`src/rtl/ccff_loader.sv`:
```
// ccff_loader: configuration-chain loader for the FPGA fabric.
// Accepts bitstream bytes over valid/ready and shifts them MSB-first into the
// chain head, one prog_en per bit. Bits falling out of the chain tail are
// captured per byte and presented on tail_byte with a tail_valid pulse.
//
// Ports:
//   clk, rst_n        clock, asynchronous active-low reset
//   start, abort      begin a load (IDLE/DONE only) / return to IDLE
//   byte_in/valid     bitstream byte and its valid; byte_ready accepts it
//   ccff_head         serial data to the chain head
//   prog_en           chain shift enable (chain shifts on clk when 1)
//   ccff_tail         serial data from the chain tail
//   tail_byte/valid   captured tail bits for the last byte, one-cycle pulse
//   busy, done        LOAD/SHIFT in progress; all CHAIN_LEN bits shifted
module ccff_loader #(
    parameter int unsigned CHAIN_LEN = 1024,
    parameter int unsigned CNT_W     = $clog2(CHAIN_LEN + 1)
) (
    input  logic       clk,
    input  logic       rst_n,
    input  logic       start,
    input  logic       abort,
    input  logic [7:0] byte_in,
    input  logic       byte_valid,
    output logic       byte_ready,
    output logic       ccff_head,
    output logic       prog_en,
    input  logic       ccff_tail,
    output logic [7:0] tail_byte,
    output logic       tail_valid,
    output logic       busy,
    output logic       done
);

    // Remaining-bit arithmetic needs at least 4 bits to hold the value 8.
    localparam int unsigned RW = (CNT_W > 4) ? CNT_W : 4;

    typedef enum logic [1:0] {
        IDLE  = 2'd0,
        LOAD  = 2'd1,
        SHIFT = 2'd2,
        DONE  = 2'd3
    } state_e;

    state_e           state_q, state_d;
    logic [CNT_W-1:0] cnt_q, cnt_d;
    logic [3:0]       nb_q, nb_d;
    logic [7:0]       data_q, data_d;
    logic [7:0]       tsr_q, tsr_d;
    logic [7:0]       tbyte_q, tbyte_d;
    logic             tvalid_q, tvalid_d;
    logic             done_q, done_d;
    logic             head_q, head_d;
    logic             pen_q, pen_d;
    logic             rdy_q, rdy_d;
    logic             busy_q, busy_d;

    logic [RW-1:0]    remain;
    logic [3:0]       nb_load;
    logic [CNT_W-1:0] cnt_inc;

    // Bits still owed to the chain, and the size of the next byte slice.
    assign remain  = RW'(CHAIN_LEN) - RW'(cnt_q);
    assign nb_load = (remain >= RW'(8)) ? 4'd8 : remain[3:0];
    assign cnt_inc = cnt_q + CNT_W'(1);

    // State and datapath registers.
    always_ff @(posedge clk or negedge rst_n) begin
        if (!rst_n) begin
            state_q  <= IDLE;
            cnt_q    <= '0;
            nb_q     <= '0;
            data_q   <= '0;
            tsr_q    <= '0;
            tbyte_q  <= '0;
            tvalid_q <= 1'b0;
            done_q   <= 1'b0;
            head_q   <= 1'b0;
            pen_q    <= 1'b0;
            rdy_q    <= 1'b0;
            busy_q   <= 1'b0;
        end else begin
            state_q  <= state_d;
            cnt_q    <= cnt_d;
            nb_q     <= nb_d;
            data_q   <= data_d;
            tsr_q    <= tsr_d;
            tbyte_q  <= tbyte_d;
            tvalid_q <= tvalid_d;
            done_q   <= done_d;
            head_q   <= head_d;
            pen_q    <= pen_d;
            rdy_q    <= rdy_d;
            busy_q   <= busy_d;
        end
    end

    // Next-state and registered-output decode.
    always_comb begin
        state_d  = state_q;
        cnt_d    = cnt_q;
        nb_d     = nb_q;
        data_d   = data_q;
        tsr_d    = tsr_q;
        tbyte_d  = tbyte_q;
        tvalid_d = 1'b0;
        done_d   = done_q;

        unique case (state_q)
            IDLE, DONE: begin
                if (start) begin
                    state_d = LOAD;
                    cnt_d   = '0;
                    done_d  = 1'b0;
                end
            end
            LOAD: begin
                if (byte_valid) begin
                    data_d  = byte_in;
                    tsr_d   = '0;
                    nb_d    = nb_load;
                    state_d = SHIFT;
                end
            end
            SHIFT: begin
                data_d = {data_q[6:0], 1'b0};
                tsr_d  = {tsr_q[6:0], ccff_tail};
                cnt_d  = cnt_inc;
                nb_d   = nb_q - 4'd1;
                // Last bit of this slice: publish the tail bits including this edge's capture.
                if (nb_q == 4'd1) begin
                    tbyte_d  = tsr_d;
                    tvalid_d = 1'b1;
                    if (cnt_inc == CNT_W'(CHAIN_LEN)) begin
                        state_d = DONE;
                        done_d  = 1'b1;
                    end else begin
                        state_d = LOAD;
                    end
                end
            end
            default: state_d = IDLE;
        endcase

        // Abort overrides everything, including a simultaneous start.
        if (abort) begin
            state_d  = IDLE;
            cnt_d    = '0;
            done_d   = 1'b0;
            tvalid_d = 1'b0;
        end

        // Outputs are registered copies of the next-state decode.
        pen_d  = (state_d == SHIFT);
        rdy_d  = (state_d == LOAD);
        busy_d = pen_d | rdy_d;
        head_d = pen_d & data_d[7];
    end

    assign byte_ready = rdy_q;
    assign ccff_head  = head_q;
    assign prog_en    = pen_q;
    assign tail_byte  = tbyte_q;
    assign tail_valid = tvalid_q;
    assign busy       = busy_q;
    assign done       = done_q;

endmodule

```
`config.mk`:
```
export PLATFORM = sky130hd
export DESIGN_NAME = ccff_loader
export DESIGN_NICKNAME = d
export VERILOG_FILES = /design/src/rtl/ccff_loader.sv
export SDC_FILE = /design/constraint.sdc
export NUM_CORES = 1
export LEC_CHECK = 0
export CAP_MARGIN = 10
export CORE_MARGIN = 8
export CORE_UTILIZATION = 48
export CTS_CLUSTER_SIZE = 14
export DETAILED_ROUTE_END_ITERATION = 8
export GPL_TIMING_DRIVEN = 0
export PLACE_DENSITY = 0.73
export SYNTH_ARGS = -nofsm -noshare
export SYNTH_HDL_FRONTEND = slang
export SYNTH_SLANG_ARGS = --single-unit
```
`constraint.sdc`:
```
create_clock -name clk -period 2.6 [get_ports clk]
set_clock_uncertainty 0.1 [all_clocks]
set_input_delay 0.52 -clock clk [delete_from_list [all_inputs] [get_ports clk]]
set_output_delay 0.52 -clock clk [all_outputs]
set_load 0.005 [all_outputs]
```
==> flow_summary_export.csv, run 1 <==
group,metric,value,unit
logic_synthesis,synth-compound-area-share,22.2,%
timing,fin_crit,2440,ps
hold_path,min_path_type,"in2async",
clock_network,clk_path_buf_depth,2,
clock_network,clk_pin_slew_worst_paths,80,ps
logic_synthesis,synthAdderAreaFrac,4.34,%
floorplanning,coreArea,0.00517,mm²
detailed_routing,num_vias,2070,
logic_synthesis,synth-simple-area-share,16.0,%
grt,grt_pass1_vias,2037,
pwr,ir_drop,0.482,mV
detailed_routing,ant_nets,0,
clock_network,cts_hold_buf,0,
clock_network,cts_tree,"built",
place,io_buffers,27,
place,gp_congestion,0.865,
setup_path,critical_path.slowest_cell,"clkdlybuf4s50_1",
setup_path,criticalPathCategory,"in2reg",
logic_synthesis,synth_cell_types,55,
grt,grt_pass1_wl,9780,µm
setup_path,cp.required,2670,ps
timing,finalHoldViolCount,0,
setup_path,cp-start-kind,"primary input",
finish,n_fill_cell,445,
logic_synthesis,synth_xor_area_share,0.674,%
clock_network,cts_root_buffer,"clkbuf_8",
detailed_routing,wire_per_inst,15.7,µm
floorplanning,fp.dieW,89.6,µm
clock_network,clk_latency,300,ps
logic_synthesis,syn_avg_cell_area,10.1,µm²
logic_synthesis,yosys_warnings,0,
logic_synthesis,async_reset_ff_share,100,%
detailed_routing,drc,0,
timing,timing.slew.headroom,59.3,%
grt,grt_overflow_total,0,
logic_synthesis,synth.most_common_cell,"dfrtp_1",
logic_synthesis,syn-instance-count,258,
logic_synthesis,ys_seq_elements,46,
setup_path,cp_top_family,"compound AO/OA/AOI/OAI gates",
grt,grt_usage,15.6,%
setup_path,arrival,2510,ps
grt,antenna_found_initial,0,
floorplanning,initial_utilization,50.2,%
floorplanning,dieArea,0.00802,mm²
finish,nets,316,
timing,tightest_slew,610,ps
logic_synthesis,synth_top_family_by_area,"compound AO/OA/AOI/OAI gates",
finish,drive_gt1_share,15.0,%
detailed_routing,vias_per_cell,5.70,
setup_path,crit_chain,"clkdlybuf4s50_1 > clkbuf_1 > o21a_1 > a311oi_1 > nor3b_1 > a41o_1 > ha_1 > nor2b_1",
setup_path,critPathBufInv,2,
timing,setup_violations,0,
floorplanning,rows,26,
grt,grt_max_degree,32,
finish,utilization,59.0,%
setup_path,cp-end-kind,"register",
outcome,outcome,"complete, no violations",
setup_path,cpPeakStageDelay,480,ps
clock_network,cts.sinks,46,
logic_synthesis,synth_common_cells,"dfrtp_1 (46), o21ai_0 (29), nand2_1 (23)",
logic_synthesis,synthTopCellsByArea,"dfrtp_1 (44%), o21ai_0 (5.6%), ha_1 (4.3%)",
logic_synthesis,synth_flop_cell,"dfrtp_1",
job,maxCapViolCount,0,
timing,fmax,410,MHz
clock_network,cts_buffers,5,
finish,area_delta_synth_final,17.5,%
floorplanning,die_h,89.6,µm
timing,fin_ws,163,ps
timing,fin_crit_sh,93.7,%
detailed_routing,dr.pass1.iters,4,
finish,diodes,0,
place,post-place-ws,-114,ps
place,dp_hpwl,4120,µm
logic_synthesis,synth_seq_area_share,44.3,%
detailed_routing,wl,5690,µm
clock_network,cts_max_level,2,
floorplanning,boundaryPins,28,
logic_synthesis,syn_nets,281,
timing,rsz0062_at_grt,"false",
pwr,power.density,786,mW/mm²
clock_network,cts_setup_buffers,0,
logic_synthesis,synth_top_area_cell,"dfrtp_1",
logic_synthesis,synth_top_area_share,44.3,%
pwr,cellLeakagePower,0.00128,µW
logic_synthesis,synth_edf_count,0,
logic_synthesis,syn_area,0.00260,mm²
timing,final-max-slew-violation-count,0,
setup_path,critPathMaxFanout,10,
detailed_routing,drtIter0Drc,148,
logic_synthesis,synth_mux_area_share,7.13,%
[where the power goes]
| part | internal (µW) | switching (µW) | leakage, µW | total (µW) |
|---|---|---|---|---|
| sequential | 886 | 124 | 0.000625 | 1010 |
| combinational | 448 | 522 | 0.000622 | 970 |
| clock | 185 | 234 | 0.0000373 | 419 |
| total | 1520 | 881 | 0.00128 | 2400 |
[metal layers]
layer	GRT usage, %	vias to the layer above	part of all wire (%)
met5	0	-	0
met4	5.74	0	1.3
met3	2.76	6	5.2
met2	23.8	46	44
met1	21.3	1002	49
li1	-	1016	-
[cell usage in the layout (no fill, tap or decap), types with 3 or more instances in the layout]
cell             instances
dfrtp_1                 46
buf_2                    4
a21oi_1                  6
clkbuf_1                 8
nor3_1                   3
o21ai_0                 29
nor2b_1                  5
o31ai_1                  6
nor2_1                  13
ha_1                     8
and2_1                   3
clkdlybuf4s50_1         26
clkbuf_8                 5
nand4_1                  4
inv_1                   13
a22oi_1                  8
nor3b_1                  3
buf_6                    3
mux2i_1                  7
nand2_1                 23
o21ai_1                  4
a32oi_1                  8
or3_1                    3
mux2_2                   9
[sequential cells by signal, indices dropped and copies added (netlist names)]
name / flops
state_q: 2
data_q: 8
ccff_head: 1
byte_ready: 1
tail_byte: 8
prog_en: 1
cnt_q: 11
busy: 1
tail_valid: 1
nb_q: 4
done: 1
tsr_q: 7
[worst paths after layout]
kind	cells after the start	startpoint	end	slack, ps
worst min-delay path	1	rst_n	cnt_q[8]$_DFFE_PN0P_	40
worst min register to register	2	data_q[4]$_DFFE_PN0P_	data_q[4]$_DFFE_PN0P_	400
worst max register to register	12	state_q[1]$_DFF_PN0_	ccff_head$_DFF_PN0_	220
worst max-delay path	8	byte_valid	ccff_head$_DFF_PN0_	160
min in group clk	2	data_q[4]$_DFFE_PN0P_	data_q[4]$_DFFE_PN0P_	400
max in group asynchronous	2	rst_n	tail_byte[7]$_DFFE_PN0P_	1870
[what timing repair did]
| action | CTS | global route |
|---|---|---|
| resized for setup | 0 | 1 |
| endpoints found under the hold margin | 0 | 0 |
| endpoints found under the setup margin | 0 | 1 |
[final cells by class]
class,instances,area (µm²),share of cell area (%)
timing repair buffer,28,285,9.34
clock buffer,6,72.6,2.38
sequential,46,1150,37.7
buffer,15,90.1,2.95
multi-input combinational,184,1310,42.9
tap,70,87.6,2.87
inverter,13,48.8,1.60
clock inverter,1,7.51,0.246
[metrics by stage]
step | TNS [ps] | instance area [µm²] | cells | power (µW) | hold slack, ps
after floorplan | 0 | 2600 | 258 | 1650 | 124
after global placement | -18000 | 2960 | 355 | 1960 | 365
after detailed placement | -204 | 2970 | 356 | 2000 | 368
after CTS | 0 | 3050 | 363 | 2420 | 49.8
after global routing | 0 | 3050 | 363 | 2590 | 53.0
final | 0 | 3050 | 363 | 2400 | 37.6
[kinds of logic after synthesis]
logic type / Yosys count
simple gates: 74
flops: 46
fa+ha+maj: 9
mux: 17
buf+inv: 28
compound gates: 82
xor+xnor: 2
No activity file was read; power rests on OpenSTA's default activity.
==> run 2: changes to the inputs <==
clock period = 2.7 ns   (was 2.6 ns; I/O delays follow)
==> flow_summary_export.csv, run 2 (synthesized netlist as in run 1, its figures left out) <==
group,metric,value,unit
setup_path,cp-end-kind,"register",
grt,grt_pass1_wl,9780,µm
detailed_routing,num_vias,2059,
detailed_routing,wire_per_inst,15.7,µm
clock_network,cts_max_level,2,
finish,area_delta_synth_final,17.4,%
floorplanning,coreArea,0.00517,mm²
clock_network,clk_pin_slew_worst_paths,80,ps
outcome,outcome,"complete, no violations",
place,gp_congestion,0.865,
clock_network,cts_tree,"built",
pwr,cellLeakagePower,0.00129,µW
pwr,pwr-share-comb,40.4,%
floorplanning,die_h,89.6,µm
finish,fin_area,0.00305,mm²
finish,largest_reg_flops,11,
finish,final_common_cell,"dfrtp_1",
setup_path,crit_chain,"clkdlybuf4s50_1 > clkbuf_1 > o21a_1 > a311oi_1 > nor3b_1 > a41o_1 > ha_1 > nor2b_1",
detailed_routing,drc,0,
setup_path,criticalPathCategory,"in2reg",
clock_network,cts_resized,0,
timing,rsz0062_at_grt,"false",
grt,grt_max_degree,32,
grt,grt_pass1_vias,2037,
detailed_routing,dr.pass1.iters,4,
pwr,power.density,757,mW/mm²
setup_path,cp-start-kind,"primary input",
floorplanning,dieArea,0.00802,mm²
timing,final-max-slew-violation-count,0,
setup_path,arrival,2530,ps
grt,grt_usage,15.6,%
finish,drive_gt1_share,14.7,%
clock_network,cts_setup_buffers,0,
floorplanning,initial_utilization,50.2,%
clock_network,cts_root_buffer,"clkbuf_8",
place,place_area,0.00297,mm²
floorplanning,boundaryPins,28,
setup_path,cp.required,2770,ps
timing,fin_crit,2460,ps
pwr,power_switching,848,µW
timing,tightest_slew,600,ps
finish,regMostFlops,"cnt_q",
detailed_routing,vias_per_cell,5.67,
finish,diodes,0,
pwr,internal_power,1460,µW
pwr,ir_drop,0.464,mV
clock_network,cts_hold_buf,0,
place,post-place-ws,-34.3,ps
place,io_buffers,27,
pwr,switching_share,36.7,%
place,dp_hpwl,4120,µm
setup_path,critical_path.slowest_cell,"clkdlybuf4s50_1",
detailed_routing,wl,5710,µm
pwr,p_seq_share,42.1,%
timing,fin_ws,242,ps
floorplanning,fp.dieW,89.6,µm
hold_path,min_path_type,"in2async",
pwr,clkPwrFrac,17.5,%
grt,grt_overflow_total,0,
clock_network,cts_buffers,5,
finish,layout_common_cells,"dfrtp_1 (46), o21ai_0 (29), clkdlybuf4s50_1 (26), nand2_1 (23)",
timing,setup_violations,0,
timing,fin_crit_sh,91.0,%
clock_network,clk_path_buf_depth,2,
timing,fmax,407,MHz
clock_network,cts.sinks,46,
clock_network,clk_latency,300,ps
grt,antenna_found_initial,0,
timing,timing.slew.headroom,60.0,%
job,maxCapViolCount,0,
setup_path,critPathMaxFanout,10,
floorplanning,rows,26,
finish,n_fill_cell,446,
finish,nets,316,
detailed_routing,drtIter0Drc,148,
timing,finalHoldViolCount,0,
setup_path,cpPeakStageDelay,480,ps
detailed_routing,ant_nets,0,
run 2: through the flow:
| step | power, µW | std cells | utilization, % | hold WS (ps) | setup TNS [ps] |
|---|---|---|---|---|---|
| global route | 2500 | 363 | 59.0 | 73.0 | 0 |
| finish | 2310 | 363 | 59.0 | 57.9 | 0 |
| detailed placement | 1920 | 356 | 57.4 | 381 | -44.3 |
| global placement | 1890 | 355 | 57.1 | 365 | -14200 |
| CTS | 2330 | 363 | 59.0 | 69.8 | 0 |
| floorplan | 1590 | 258 | - | 144 | 0 |
run 2: critical path: cells and delay by family:
family,cells,cell delay [ps]
compound gates,3,790
fa+ha+maj,1,190
buf+inv,2,760
simple gates,2,250
run 2: power by group through the flow:
stage               Combinational (µW)  Clock, µW  Sequential, µW
finish                             933        404             973
global route                      1060        440             993
CTS                                942        414             973
detailed placement                 935          0             987
global placement                   908          0             980
floorplan                          622          0             967
run 2: layout make-up:
type / count / area [µm²] / share of cell area, %
Buffer: 15 / 90.1 / 2.95
Clock buffer: 6 / 72.6 / 2.38
Clock inverter: 1 / 7.51 / 0.246
Inverter: 13 / 48.8 / 1.60
Multi-Input combinational cell: 184 / 1310 / 42.9
Sequential cell: 46 / 1150 / 37.7
Tap cell: 70 / 87.6 / 2.87
Timing Repair Buffer: 28 / 285 / 9.35
run 2: worst paths after layout:
kind,start,endpoint,slack [ps],cells after the start
worst max-delay path,byte_valid,ccff_head$_DFF_PN0_,240,8
worst min-delay path,rst_n,cnt_q[8]$_DFFE_PN0P_,60,1
worst max register to register,cnt_q[0]$_DFFE_PN0P_,ccff_head$_DFF_PN0_,300,8
worst min register to register,data_q[4]$_DFFE_PN0P_,data_q[4]$_DFFE_PN0P_,400,2
max in group asynchronous,rst_n,tail_byte[7]$_DFFE_PN0P_,1950,2
min in group clk,data_q[4]$_DFFE_PN0P_,data_q[4]$_DFFE_PN0P_,400,2
run 2: layer usage:
metal  share of wire, %  up-vias  wire [µm]  global-route usage [%]
met5                  0        -          0                       0
met4                1.3        0         73                    5.74
met3                5.6        6        317                    2.76
met2                 44       46       2520                    23.8
met1                 49      990       2800                    21.3
li1                   -     1017          -                       -
==> run 3: changes to the inputs <==
CELL_PAD_IN_SITES_DETAIL_PLACEMENT = 0   (was default)
CELL_PAD_IN_SITES_GLOBAL_PLACEMENT = 1   (was default)
CORE_UTILIZATION = 44   (was 48)
PLACE_DENSITY = 0.82   (was 0.73)
==> flow_summary_export.csv, run 3 (synthesized netlist as in run 1, its figures left out) <==
group,metric,value,unit
clock_network,cts_buffers,5,
timing,worst_hold_slack,85.3,ps
setup_path,r2r-end,"ccff_head$_DFF_PN0_",
clock_network,clk_path_buf_depth,2,
floorplanning,initial_utilization,44.7,%
floorplanning,fp.dieW,92.8,µm
place,dp_hpwl,4170,µm
detailed_routing,dr.pass1.iters,4,
setup_path,cp.required,2780,ps
clock_network,clk_pin_slew_worst_paths,90,ps
pwr,ir_drop,0.288,mV
outcome,outcome,"complete, no violations",
grt,antenna_found_initial,0,
floorplanning,die_h,92.8,µm
timing,fmax,424,MHz
place,place_area,0.00298,mm²
detailed_routing,wl_met1,2670,µm
place,gp_congestion,0.785,
pwr,power.density,758,mW/mm²
timing,setup_violations,0,
detailed_routing,top_layer,"met4",
timing,tightest_slew,615,ps
grt,grt_max_degree,29,
finish,largest_reg_flops,11,
floorplanning,coreArea,0.00582,mm²
timing,rsz0062_at_grt,"false",
detailed_routing,wire_per_inst,15.7,µm
setup_path,criticalPathCategory,"in2reg",
clock_network,clk_latency,290,ps
clock_network,cts_setup_buffers,0,
finish,final_common_cell,"dfrtp_1",
timing,fin_crit,2360,ps
clock_network,cts_hold_buf,0,
finish,layout_common_cells,"dfrtp_1 (46), o21ai_0 (29), clkdlybuf4s50_1 (26), nand2_1 (23)",
hold_path,min_path_type,"in2async",
finish,n_fill_cell,546,
finish,fin_area,0.00307,mm²
place,io_buffers,27,
clock_network,cts_max_level,2,
job,maxCapViolCount,0,
clock_network,cts_root_buffer,"clkbuf_8",
detailed_routing,ant_nets,0,
setup_path,cp-end-kind,"register",
detailed_routing,wl,5790,µm
setup_path,cp-start-kind,"primary input",
finish,drive_gt1_share,15.3,%
timing,final-max-slew-violation-count,0,
pwr,cellLeakagePower,0.00129,µW
detailed_routing,num_vias,2075,
finish,nets,316,
setup_path,r2r_cells,8,
clock_network,cts_tree,"built",
setup_path,critPathMaxFanout,10,
setup_path,arrival,2440,ps
grt,grt_overflow_total,0,
grt,grt_usage,13.7,%
timing,timing.slew.headroom,59.0,%
finish,area_delta_synth_final,18.1,%
detailed_routing,met2_length,2770,µm
timing,fin_crit_sh,87.4,%
floorplanning,rows,28,
setup_path,timing.rr.start,"cnt_q[0]$_DFFE_PN0P_",
finish,regMostFlops,"cnt_q",
detailed_routing,drtIter0Drc,107,
detailed_routing,wl_met3,288,µm
grt,grt_pass1_vias,1951,
clock_network,cts_resized,0,
setup_path,rrSetupSlack,350,ps
floorplanning,boundaryPins,28,
finish,diodes,0,
detailed_routing,drc,0,
grt,grt_pass1_wl,9700,µm
timing,finalHoldViolCount,0,
detailed_routing,vias_per_cell,5.62,
clock_network,cts.sinks,46,
floorplanning,dieArea,0.00862,mm²
==> run 3: stage by stage <==
stage          setup WS, ps  setup TNS, ps  total power, µW  utilization (%)  cells
6_report                341              0             2330             52.7    369
5_1_grt                 116              0             2520             52.7    369
4_1_cts                 291              0             2360             52.7    369
3_5_place_dp           35.6              0             1930             51.2    361
3_3_place_gp           -362         -16460             1900             50.9    360
2_1_floorplan           616              0             1590                -    258
==> run 3: critical path: stages <==
cell and delay [ps]:
clkdlybuf4s50_1 470, clkbuf_1 290, o21a_1 250, a311oi_1 240
nor3b_1 90, a41o_1 240, ha_1 190, nor2b_1 120
==> run 3: worst max-delay path by stage <==
stage,start,to,slack (ps)
3_3_place_gp,rst_n,tail_byte[6]$_DFFE_PN0P_,-360
3_5_place_dp,byte_valid,ccff_head$_DFF_PN0_,40
5_1_grt,state_q[0]$_DFF_PN0_,ccff_head$_DFF_PN0_,120
6_report,byte_valid,ccff_head$_DFF_PN0_,340
2_1_floorplan,cnt_q[0]$_DFFE_PN0P_,ccff_head$_DFF_PN0_,620
4_1_cts,state_q[0]$_DFF_PN0_,ccff_head$_DFF_PN0_,290
==> run 3: cell type report <==
class	count	area, µm²	share of cell area (%)
multi-input combinational	184	1310	42.6
sequential	46	1150	37.5
timing repair buffer	28	285	9.30
tap	75	93.8	3.06
buffer	15	90.1	2.94
clock buffer	5	68.8	2.24
inverter	13	48.8	1.59
clock inverter	3	21.3	0.694
==> run 3: report_power, final <==
part	switching, µW	internal (µW)
combinational	499	432
sequential	118	853
clock	242	182
total	859	1470
==> run 3: per-layer routing <==
metal  vias to the layer above  global-route usage, %
met3                         5                   3.48
li1                       1015                      -
met1                      1014                   17.9
met4                         0                   4.43
met5                         -                      0
met2                        41                   21.5
